### config.mk
export PLATFORM = sky130hd
export DESIGN_NAME = pipe_ctrl
export DESIGN_NICKNAME = d
export VERILOG_FILES = /design/src/rtl/pipe_ctrl_pkg.sv /design/src/rtl/pipe_ctrl_decode.sv /design/src/rtl/pipe_ctrl.sv
export SDC_FILE = /design/constraint.sdc
export NUM_CORES = 1
export LEC_CHECK = 0
export CAP_MARGIN = 20
export CORE_ASPECT_RATIO = 0.7
export CORE_MARGIN = 2
export CORE_UTILIZATION = 50
export CTS_BUF_LIST = sky130_fd_sc_hd__clkbuf_4 sky130_fd_sc_hd__clkbuf_8
export DETAILED_ROUTE_END_ITERATION = 7
export HOLD_SLACK_MARGIN = 0.15
export MAX_ROUTING_LAYER = met4
export PLACE_DENSITY_LB_ADDON = 0.08
export SLEW_MARGIN = 30
export SYNTH_ARGS = -nofsm -noshare
export SYNTH_HDL_FRONTEND = slang
export SYNTH_SLANG_ARGS = --single-unit
### constraint.sdc
create_clock -name clk -period 3.27 [get_ports clk]
set_input_delay 0.981 -clock clk [delete_from_list [all_inputs] [get_ports clk]]
set_output_delay 0.981 -clock clk [all_outputs]
set_load 0.01 [all_outputs]
### src/rtl/pipe_ctrl_pkg.sv
// pipe_ctrl_pkg: shared definitions for the WISC pipeline control unit.
//   - 4-bit opcode values (ADD=0 ... HLT=15)
//   - write-back destination select encodings
//   - packed control word carried down the pipe
package pipe_ctrl_pkg;

    localparam logic [3:0] OP_ADD    = 4'd0;
    localparam logic [3:0] OP_SUB    = 4'd1;
    localparam logic [3:0] OP_XOR    = 4'd2;
    localparam logic [3:0] OP_RED    = 4'd3;
    localparam logic [3:0] OP_SLL    = 4'd4;
    localparam logic [3:0] OP_SRA    = 4'd5;
    localparam logic [3:0] OP_ROR    = 4'd6;
    localparam logic [3:0] OP_PADDSB = 4'd7;
    localparam logic [3:0] OP_LW     = 4'd8;
    localparam logic [3:0] OP_SW     = 4'd9;
    localparam logic [3:0] OP_LLB    = 4'd10;
    localparam logic [3:0] OP_LHB    = 4'd11;
    localparam logic [3:0] OP_B      = 4'd12;
    localparam logic [3:0] OP_BR     = 4'd13;
    localparam logic [3:0] OP_PCS    = 4'd14;
    localparam logic [3:0] OP_HLT    = 4'd15;

    typedef enum logic [1:0] {
        DST_ALU  = 2'b00,
        DST_MEM  = 2'b01,
        DST_BYTE = 2'b10,
        DST_PCS  = 2'b11
    } dst_sel_e;

    typedef struct packed {
        logic     wreg;
        logic     alu_imm;
        dst_sel_e dst_sel;
        logic     mem_en;
        logic     mem_wr;
        logic     is_hlt;
    } ctrl_t;

    localparam ctrl_t CTRL_NOP = '0;

endpackage

### src/rtl/pipe_ctrl_decode.sv
// pipe_ctrl_decode: combinational opcode decoder.
// Ports:
//   op     in   OP_W  opcode of the ID-stage instruction
//   ctrl   out  control word for that opcode
//   use_rs out  instruction reads the rs field
//   use_rt out  instruction reads the rt field
//   use_rd out  instruction reads the rd field (SW data, LLB/LHB merge)
module pipe_ctrl_decode
    import pipe_ctrl_pkg::*;
#(
    parameter int OP_W = 4
) (
    input  logic [OP_W-1:0] op,
    output ctrl_t           ctrl,
    output logic            use_rs,
    output logic            use_rt,
    output logic            use_rd
);

    always_comb begin
        ctrl   = CTRL_NOP;
        use_rs = 1'b0;
        use_rt = 1'b0;
        use_rd = 1'b0;
        case (op)
            OP_ADD, OP_SUB, OP_XOR, OP_RED, OP_PADDSB: begin
                ctrl.wreg = 1'b1;
                use_rs    = 1'b1;
                use_rt    = 1'b1;
            end
            OP_SLL, OP_SRA, OP_ROR: begin
                ctrl.wreg    = 1'b1;
                ctrl.alu_imm = 1'b1;
                use_rs       = 1'b1;
            end
            OP_LW: begin
                ctrl.wreg    = 1'b1;
                ctrl.alu_imm = 1'b1;
                ctrl.dst_sel = DST_MEM;
                ctrl.mem_en  = 1'b1;
                use_rs       = 1'b1;
            end
            OP_SW: begin
                ctrl.alu_imm = 1'b1;
                ctrl.mem_en  = 1'b1;
                ctrl.mem_wr  = 1'b1;
                use_rs       = 1'b1;
                use_rd       = 1'b1;
            end
            OP_LLB, OP_LHB: begin
                ctrl.wreg    = 1'b1;
                ctrl.dst_sel = DST_BYTE;
                use_rd       = 1'b1;
            end
            OP_PCS: begin
                ctrl.wreg    = 1'b1;
                ctrl.dst_sel = DST_PCS;
            end
            OP_BR: begin
                use_rs = 1'b1;
            end
            OP_HLT: begin
                ctrl.is_hlt = 1'b1;
            end
            default: ;
        endcase
    end

endmodule

### src/rtl/pipe_ctrl.sv
// pipe_ctrl: pipelined control unit for the 16-bit WISC core.
// Decodes the ID instruction, carries its control word through EX/MEM/WB,
// interlocks load-use hazards, kills the ID instruction on flush and
// latches a sticky halt once HLT reaches WB.
// Ports:
//   clk, rst_n          clock, async active-low reset
//   id_instr, id_valid  ID-stage instruction and its valid flag
//   flush               taken branch: ID instruction becomes a bubble
//   mem_stall           data memory busy: whole pipe holds
//   stall_if            hold PC and IF/ID this cycle
//   ex_*                EX-stage control (op, imm select, rd, write)
//   mem_*               MEM-stage control (write, enable, store, rd)
//   wb_*                WB-stage control (write, rd, result select)
//   halted              sticky, HLT has reached WB
module pipe_ctrl
    import pipe_ctrl_pkg::*;
#(
    parameter int OP_W      = 4,
    parameter int REG_W     = 4,
    parameter int INSTR_W   = 16,
    parameter bit HAZARD_EN = 1'b1
) (
    input  logic               clk,
    input  logic               rst_n,
    input  logic [INSTR_W-1:0] id_instr,
    input  logic               id_valid,
    input  logic               flush,
    input  logic               mem_stall,
    output logic               stall_if,
    output logic [OP_W-1:0]    ex_op,
    output logic               ex_alu_imm,
    output logic [REG_W-1:0]   ex_rd,
    output logic               ex_wreg,
    output logic               mem_wreg,
    output logic               wb_wreg,
    output logic               mem_en,
    output logic               mem_wr,
    output logic [REG_W-1:0]   mem_rd,
    output logic [REG_W-1:0]   wb_rd,
    output logic [1:0]         wb_dst_sel,
    output logic               halted
);

    logic [OP_W-1:0]  id_op;
    logic [REG_W-1:0] id_rd, id_rs, id_rt;

    assign id_op = id_instr[INSTR_W-1 -: OP_W];
    assign id_rd = id_instr[INSTR_W-OP_W-1 -: REG_W];
    assign id_rs = id_instr[INSTR_W-OP_W-REG_W-1 -: REG_W];
    assign id_rt = id_instr[INSTR_W-OP_W-2*REG_W-1 -: REG_W];

    ctrl_t dec_ctrl;
    logic  use_rs, use_rt, use_rd;

    pipe_ctrl_decode #(.OP_W(OP_W)) u_decode (
        .op     (id_op),
        .ctrl   (dec_ctrl),
        .use_rs (use_rs),
        .use_rt (use_rt),
        .use_rd (use_rd)
    );

    // EX stage keeps the full control word; later stages keep only what
    // they still need.
    ctrl_t            ex_ctrl;
    logic [OP_W-1:0]  ex_op_q;
    logic [REG_W-1:0] ex_rd_q;

    logic             mem_wreg_q, mem_en_q, mem_wr_q, mem_hlt_q;
    dst_sel_e         mem_dst_q;
    logic [REG_W-1:0] mem_rd_q;

    logic             wb_wreg_q;
    dst_sel_e         wb_dst_q;
    logic [REG_W-1:0] wb_rd_q;

    logic             hlt_seen;   // HLT accepted into EX; nothing follows it
    logic             halted_q;

    logic ex_is_load, src_match, load_use, accept;

    assign ex_is_load = ex_ctrl.mem_en & ~ex_ctrl.mem_wr;
    assign src_match  = (use_rs && (id_rs == ex_rd_q)) ||
                        (use_rt && (id_rt == ex_rd_q)) ||
                        (use_rd && (id_rd == ex_rd_q));
    assign load_use   = HAZARD_EN && id_valid && ex_is_load && src_match;
    assign accept     = id_valid && !flush && !load_use && !hlt_seen;

    // Flush overrides the load-use hold since the consumer is being killed.
    assign stall_if   = mem_stall | hlt_seen | (load_use & ~flush);

    always_ff @(posedge clk or negedge rst_n) begin
        if (!rst_n) begin
            ex_ctrl    <= CTRL_NOP;
            ex_op_q    <= '0;
            ex_rd_q    <= '0;
            mem_wreg_q <= 1'b0;
            mem_en_q   <= 1'b0;
            mem_wr_q   <= 1'b0;
            mem_hlt_q  <= 1'b0;
            mem_dst_q  <= DST_ALU;
            mem_rd_q   <= '0;
            wb_wreg_q  <= 1'b0;
            wb_dst_q   <= DST_ALU;
            wb_rd_q    <= '0;
            hlt_seen   <= 1'b0;
            halted_q   <= 1'b0;
        end else if (!mem_stall) begin
            ex_ctrl    <= accept ? dec_ctrl : CTRL_NOP;
            ex_op_q    <= accept ? id_op : '0;
            ex_rd_q    <= accept ? id_rd : '0;

            mem_wreg_q <= ex_ctrl.wreg;
            mem_en_q   <= ex_ctrl.mem_en;
            mem_wr_q   <= ex_ctrl.mem_wr;
            mem_hlt_q  <= ex_ctrl.is_hlt;
            mem_dst_q  <= ex_ctrl.dst_sel;
            mem_rd_q   <= ex_rd_q;

            wb_wreg_q  <= mem_wreg_q;
            wb_dst_q   <= mem_dst_q;
            wb_rd_q    <= mem_rd_q;

            if (accept && dec_ctrl.is_hlt) begin
                hlt_seen <= 1'b1;
            end
            // Set on the same edge the HLT moves into WB.
            if (mem_hlt_q) begin
                halted_q <= 1'b1;
            end
        end
    end

    assign ex_op      = ex_op_q;
    assign ex_alu_imm = ex_ctrl.alu_imm;
    assign ex_rd      = ex_rd_q;
    assign ex_wreg    = ex_ctrl.wreg;
    assign mem_wreg   = mem_wreg_q;
    assign mem_en     = mem_en_q;
    assign mem_wr     = mem_wr_q;
    assign mem_rd     = mem_rd_q;
    assign wb_wreg    = wb_wreg_q;
    assign wb_rd      = wb_rd_q;
    assign wb_dst_sel = wb_dst_q;
    assign halted     = halted_q;

endmodule
==> metrics.txt, run 1 <==
status finished clean; max_cap viols 0; final worst-path cycle share 97.10%; clock buffer depth 2; DIE WIDTH 71.59 um; Async SR Flop Fraction 100.0%; P per Cell Area 447.0 nW/um^2; min cycle time layout 3.175 ns; die area 3674 sq um; TritonRoute pass-1 iters 4; drt wl/cell 15.53 um; fin cells 219; FF-to-FF path depth 8; final worst slack 0.09467 ns; startpoint types input port; area grow syn2layout 45.38%; Clock Sink Count 34; Place WS -0.5356 ns; WHS Path Cells 1; #FFs+latches synth 34; clock skew 0.005087 ns; Die Y-Extent 51.32 um; total grt overflow 0; post-synthesis sequential area ratio 53.21%; Core Util, Final 74.86%; initial DRC count 46; worst-path fanout max 2; Slew headroom 62.13%; Mapped Cells 122; Hold Path Class reg2reg; EDFF count, synth 0; I/O Buffers 46; Worst setup EP type primary output; Cell Area, Synth 1599 sq um; largest net degree at the start of global routing 35; vias per cell 5.370; CTS tree yes; Root Buffer clkbuf_8; H-Tree Depth 2; Final Max Tran Viols 0; Synth Net Count 143; VDD IR max 0.0003989 V; Ports 47; Post-route DRC 0; CP required 2.29 ns; Antenna Cells 0; Antenna Nets Post-Route 0; Final GP Congestion 1.012; final setup fails 0; critical path class in2out; Worst EP arrival 2.19 ns; Clk pin slew, worst setup/hold paths 0.06 ns; Nets 201; Skew-Pair Late Insertion Delay 0.28 ns; Total Routing Usage GR 21.40%; CTS Hold Bufs 0; Initial Utilization 51.49%; Max Fclk 314.9 MHz; CORE AREA 3105 sq um; initial antenna violation count 0; # rows 17; DP Wirelength 2381 um; Unique masters post-synth 32; layout cells sized above 1 30.94%; Synthesis Warnings 0; vias in the first global route 1260; Syn Area/Cell 13.11 sq um; final hold vios 0; CTS Buf Count 5; Layout fillers 209; Leak 1.140 nW; Via Count 1176; Placed Cells 209; worst slew pin tran 0.5638 ns; WL final 3401 um; global-route wire length before repair 5692 um; top_reg_cell synth dfrtp_1
==> state kept, by name (all words and copies together) (netlist names) <==
| signal | count |
|---|---|
| ex_wreg | 1 |
| wb_wreg | 1 |
| mem_dst_q | 2 |
| halted | 1 |
| mem_rd | 4 |
| hlt_seen | 1 |
| ex_op | 4 |
| mem_hlt_q | 1 |
| ex_ctrl | 5 |
| mem_wreg | 1 |
| mem_wr | 1 |
| wb_dst_sel | 2 |
| ex_rd | 4 |
| ex_alu_imm | 1 |
| wb_rd | 4 |
| mem_en | 1 |
==> where the power goes <==
group | total, mW | switching [mW] | leakage (nW) | internal [mW]
sequential | 0.470 | 0.0219 | 0.461 | 0.448
combinational | 0.183 | 0.0774 | 0.620 | 0.106
clock | 0.386 | 0.141 | 0.0593 | 0.244
total | 1.04 | 0.241 | 1.14 | 0.798
==> through the flow <==
step	setup TNS, ns	cell area, sq um	power, mW	hold WS [ns]
after detailed placement	-0.5356	2121	0.6575	0.4520
final	0	2325	1.039	0.4621
after floorplan	0	1599	0.5550	0.4403
after global placement	-0.5015	2121	0.6528	0.4391
after global routing	-0.02746	2325	1.085	0.4821
after CTS	0	2272	1.049	0.4687
==> cell type report <==
| class | count | area (sq um) | area share, % |
|---|---|---|---|
| sequential | 34 | 850.8 | 36.60 |
| multi-input combinational | 78 | 750.7 | 32.29 |
| timing repair buffer | 58 | 550.5 | 23.68 |
| clock buffer | 7 | 83.83 | 3.606 |
| tap | 38 | 47.55 | 2.045 |
| clock inverter | 1 | 30.03 | 1.292 |
| inverter | 3 | 11.26 | 0.4844 |
==> repair_timing <==
| item | 4_1_cts | 5_1_grt |
|---|---|---|
| pin swaps | 7 | 8 |
| buffers inserted | 2 | 0 |
| resized for setup | 20 | 13 |
| setup endpoints to repair | 1 | 1 |
==> Yosys cell counts, types with 2 or more instances <==
| cell type | number | area (sq um) |
|---|---|---|
| nand3_1 | 3 | 15.01 |
| mux2_2 | 17 | 191.4 |
| a22o_1 | 11 | 96.34 |
| a21o_1 | 3 | 22.52 |
| nand2_1 | 6 | 22.52 |
| xnor2_1 | 9 | 78.83 |
| o21ai_0 | 3 | 15.01 |
| nor3_1 | 4 | 20.02 |
| inv_1 | 3 | 11.26 |
| dfrtp_1 | 34 | 850.8 |
| nor2_1 | 3 | 11.26 |
| a32o_1 | 2 | 20.02 |
| buf_6 | 2 | 22.52 |
| xor2_1 | 4 | 35.03 |
==> cell usage in the layout (no fill, tap or decap), types with 5 or more instances in the layout <==
master	n
xnor2_2	7
nand2_1	6
mux2_2	17
clkbuf_8	5
dlymetal6s2s_1	6
buf_4	12
dlygate4sd2_1	8
a22o_1	11
dfrtp_1	34
clkdlybuf4s50_1	29
==> kinds of logic (layout without fill, tap and decap cells) <==
| logic type | after synthesis | in the layout | share of synthesized area, % |
|---|---|---|---|
| AO/OA/AOI/OAI | 23 | 23 | 11.97 |
| XOR/XNOR | 13 | 13 | 7.121 |
| multiplexers | 17 | 17 | 11.97 |
| AND/OR/NAND/NOR | 25 | 25 | 11.19 |
| flip-flops | 34 | 34 | 53.21 |
| buffers and inverters | 10 | 69 | 4.538 |
==> layer usage <==
metal  wire length, um  vias up  GRT usage [%]  part of all wire (%)
met5                 0        -              -                     0
met4                32        0          6.604                  0.94
met3               151        6          5.917                   4.4
met2              1722       28          36.27                    51
met1              1495      590          25.13                    44
li1                  -      552              -                     -
==> path summary, 6_finish.rpt <==
check | from | to | slack [ns]
hold / removal | halted$_DFFE_PN0P_ | halted$_DFFE_PN0P_ | 0.46
max in group asynchronous | rst_n | ex_ctrl[2]$_DFFE_PN0N_ | 1.87
setup reg to reg | ex_ctrl[2]$_DFFE_PN0N_ | ex_rd[3]$_DFFE_PN0N_ | 1.25
setup / recovery | id_instr[11] | stall_if | 0.09
min in group asynchronous | rst_n | wb_rd[1]$_DFFE_PN0N_ | 1.10
hold reg to reg | halted$_DFFE_PN0P_ | halted$_DFFE_PN0P_ | 0.46
==> critical path, cell delays in order <==
cell	delay [ns]
clkdlybuf4s50_1	0.46
xor2_2	0.18
nor3_4	0.21
nor3_1	0.08
o21ai_1	0.13
buf_2	0.15
No activity file was read; power rests on OpenSTA's default activity.
==> run 2: changes to the inputs <==
- MAX_ROUTING_LAYER: met4 -> unset
- TNS_END_PERCENT: unset -> 5
==> run 2 against run 1 <==
Net effect:
- register-to-register slack worse by 0.13 ns
- critical endpoint unchanged
- die area did not move
- total power shrank 0.11%
- sequential power barely moved
- wire length down 0.15%
==> metrics.txt, run 2 (same netlist as run 1, synthesis figures left out) <==
# rows 17; Hold Path Class reg2reg; Nets 203; drt wl/cell 15.44 um; Largest register FFs 5; vias per cell 5.355; CTS Hold Bufs 0; P_sw 0.2395 mW; startpoint types input port; Post-DP Area 2121 sq um; total grt overflow 0; Via Count 1178; Max Fclk 311.6 MHz; Most flops, register ex_ctrl; P per Cell Area 448.9 nW/um^2; global-route wire length before repair 5478 um; vias in the first global route 1147; Total Routing Usage GR 20.11%; internal power 0.7986 mW; CORE AREA 3105 sq um; Ports 47; H-Tree Depth 2; final hold vios 0; Antenna Nets Post-Route 0; Setup TNS 0 ns; Worst EP arrival 2.23 ns; final worst-path cycle share 98.14%; reg2reg end ex_alu_imm$_DFFE_PN0N_; clock buffer depth 2; WHS Path Cells 1; Skew-Pair Late Insertion Delay 0.28 ns; FF-to-FF path depth 9; DP Wirelength 2413 um; DIE WIDTH 71.59 um; area grow syn2layout 44.60%; CTS Buf Count 5; status finished clean; layout cells sized above 1 31.32%; Clk pin slew, worst setup/hold paths 0.07 ns; CTS tree yes; most frequent cells in the layout dfrtp_1, clkdlybuf4s50_1, mux2_2; I/O Buffers 46; FF-to-FF setup slack 1.12 ns; Antenna Cells 0; Reg power frac 45.3%; worst hold start halted$_DFFE_PN0P_; reg-to-reg startpoint ex_ctrl[2]$_DFFE_PN0N_; VDD IR max 0.0003862 V; min cycle time layout 3.209 ns; Slew headroom 61.43%; initial antenna violation count 0; worst-path fanout max 2; clock skew 0.006464 ns; Final Max Tran Viols 0; Setup crit start id_instr[10]; critical path class in2out; fin cells 220; Initial Utilization 51.49%; CP required 2.29 ns; Gate power share 17.9%; initial DRC count 55; Post-route DRC 0; Switching Share 23.07%; Worst setup EP type primary output; Clock Sink Count 34; TritonRoute pass-1 iters 4; Placed Cells 209; Clk pwr share 36.9%; final setup fails 0; Leak 1.102 nW; Die Y-Extent 51.32 um; WL final 3396 um; worst slew pin tran 0.5743 ns; largest net degree at the start of global routing 35; max_cap viols 0; die area 3674 sq um; Post-Layout Inst Area 2312 sq um; Final GP Congestion 0.9579; Worst Hold End halted$_DFFE_PN0P_; Root Buffer clkbuf_8
## run 2: timing repair
item / 4_1_cts / 5_1_grt
pin swaps: 9 / 7
buffers inserted: 2 / 2
setup endpoints to repair: 1 / 1
resized for setup: 17 / 12
## run 2: worst max-delay path by stage
stage                          end  slack (ns)  cells after the start
final                     stall_if        0.06                      7
after global routing      stall_if      -0.007                      7
after CTS                 stall_if      0.0009                      6
after detailed placement  stall_if       -0.57                      7
after global placement    stall_if       -0.50                      7
after floorplan           stall_if        0.35                      6
## run 2: final cells by class
class | count | area, sq um
fill | 210 | 793.3
sequential | 34 | 850.8
tap | 38 | 47.55
clock buffer | 6 | 82.58
multi-input combinational | 78 | 743.2
timing repair buffer | 60 | 546.8
clock inverter | 1 | 30.03
inverter | 3 | 11.26
## run 2: critical path, stage by stage
cell,delay [ns]
clkdlybuf4s50_1,0.50
xnor2_1,0.13
nand3_1,0.13
nor3_4,0.16
nor3_2,0.07
o21ai_1,0.12
buf_2,0.14
## run 2: power groups by stage
stage	sequential, mW	combinational, mW	clock (mW)
2_1_floorplan	0.484	0.0713	0
3_3_place_gp	0.475	0.178	0
3_5_place_dp	0.477	0.182	0
4_1_cts	0.470	0.181	0.392
5_1_grt	0.474	0.199	0.409
6_report	0.470	0.186	0.383
## run 2: routing by layer
metal  vias up  share of wire [%]  global-route usage [%]
li1        555                  -                       -
met1       582                 45                   25.48
met2        35                 49                   31.94
met3         6                4.6                   6.312
met4         0                1.7                   8.805
met5         -                  0                       0
## run 2: per-stage QoR
| step | utilization, % | total power [mW] | hold WS [ns] | setup slack (ns) |
|---|---|---|---|---|
| detailed placement | 68.29 | 0.6584 | 0.4543 | -0.5721 |
| finish | 74.46 | 1.038 | 0.4645 | 0.06082 |
| global placement | 68.29 | 0.6526 | 0.4391 | -0.4993 |
| global route | 74.46 | 1.082 | 0.4899 | -0.006861 |
| floorplan | - | 0.5550 | 0.4403 | 0.3467 |
| CTS | 72.72 | 1.042 | 0.4688 | 0.0008706 |
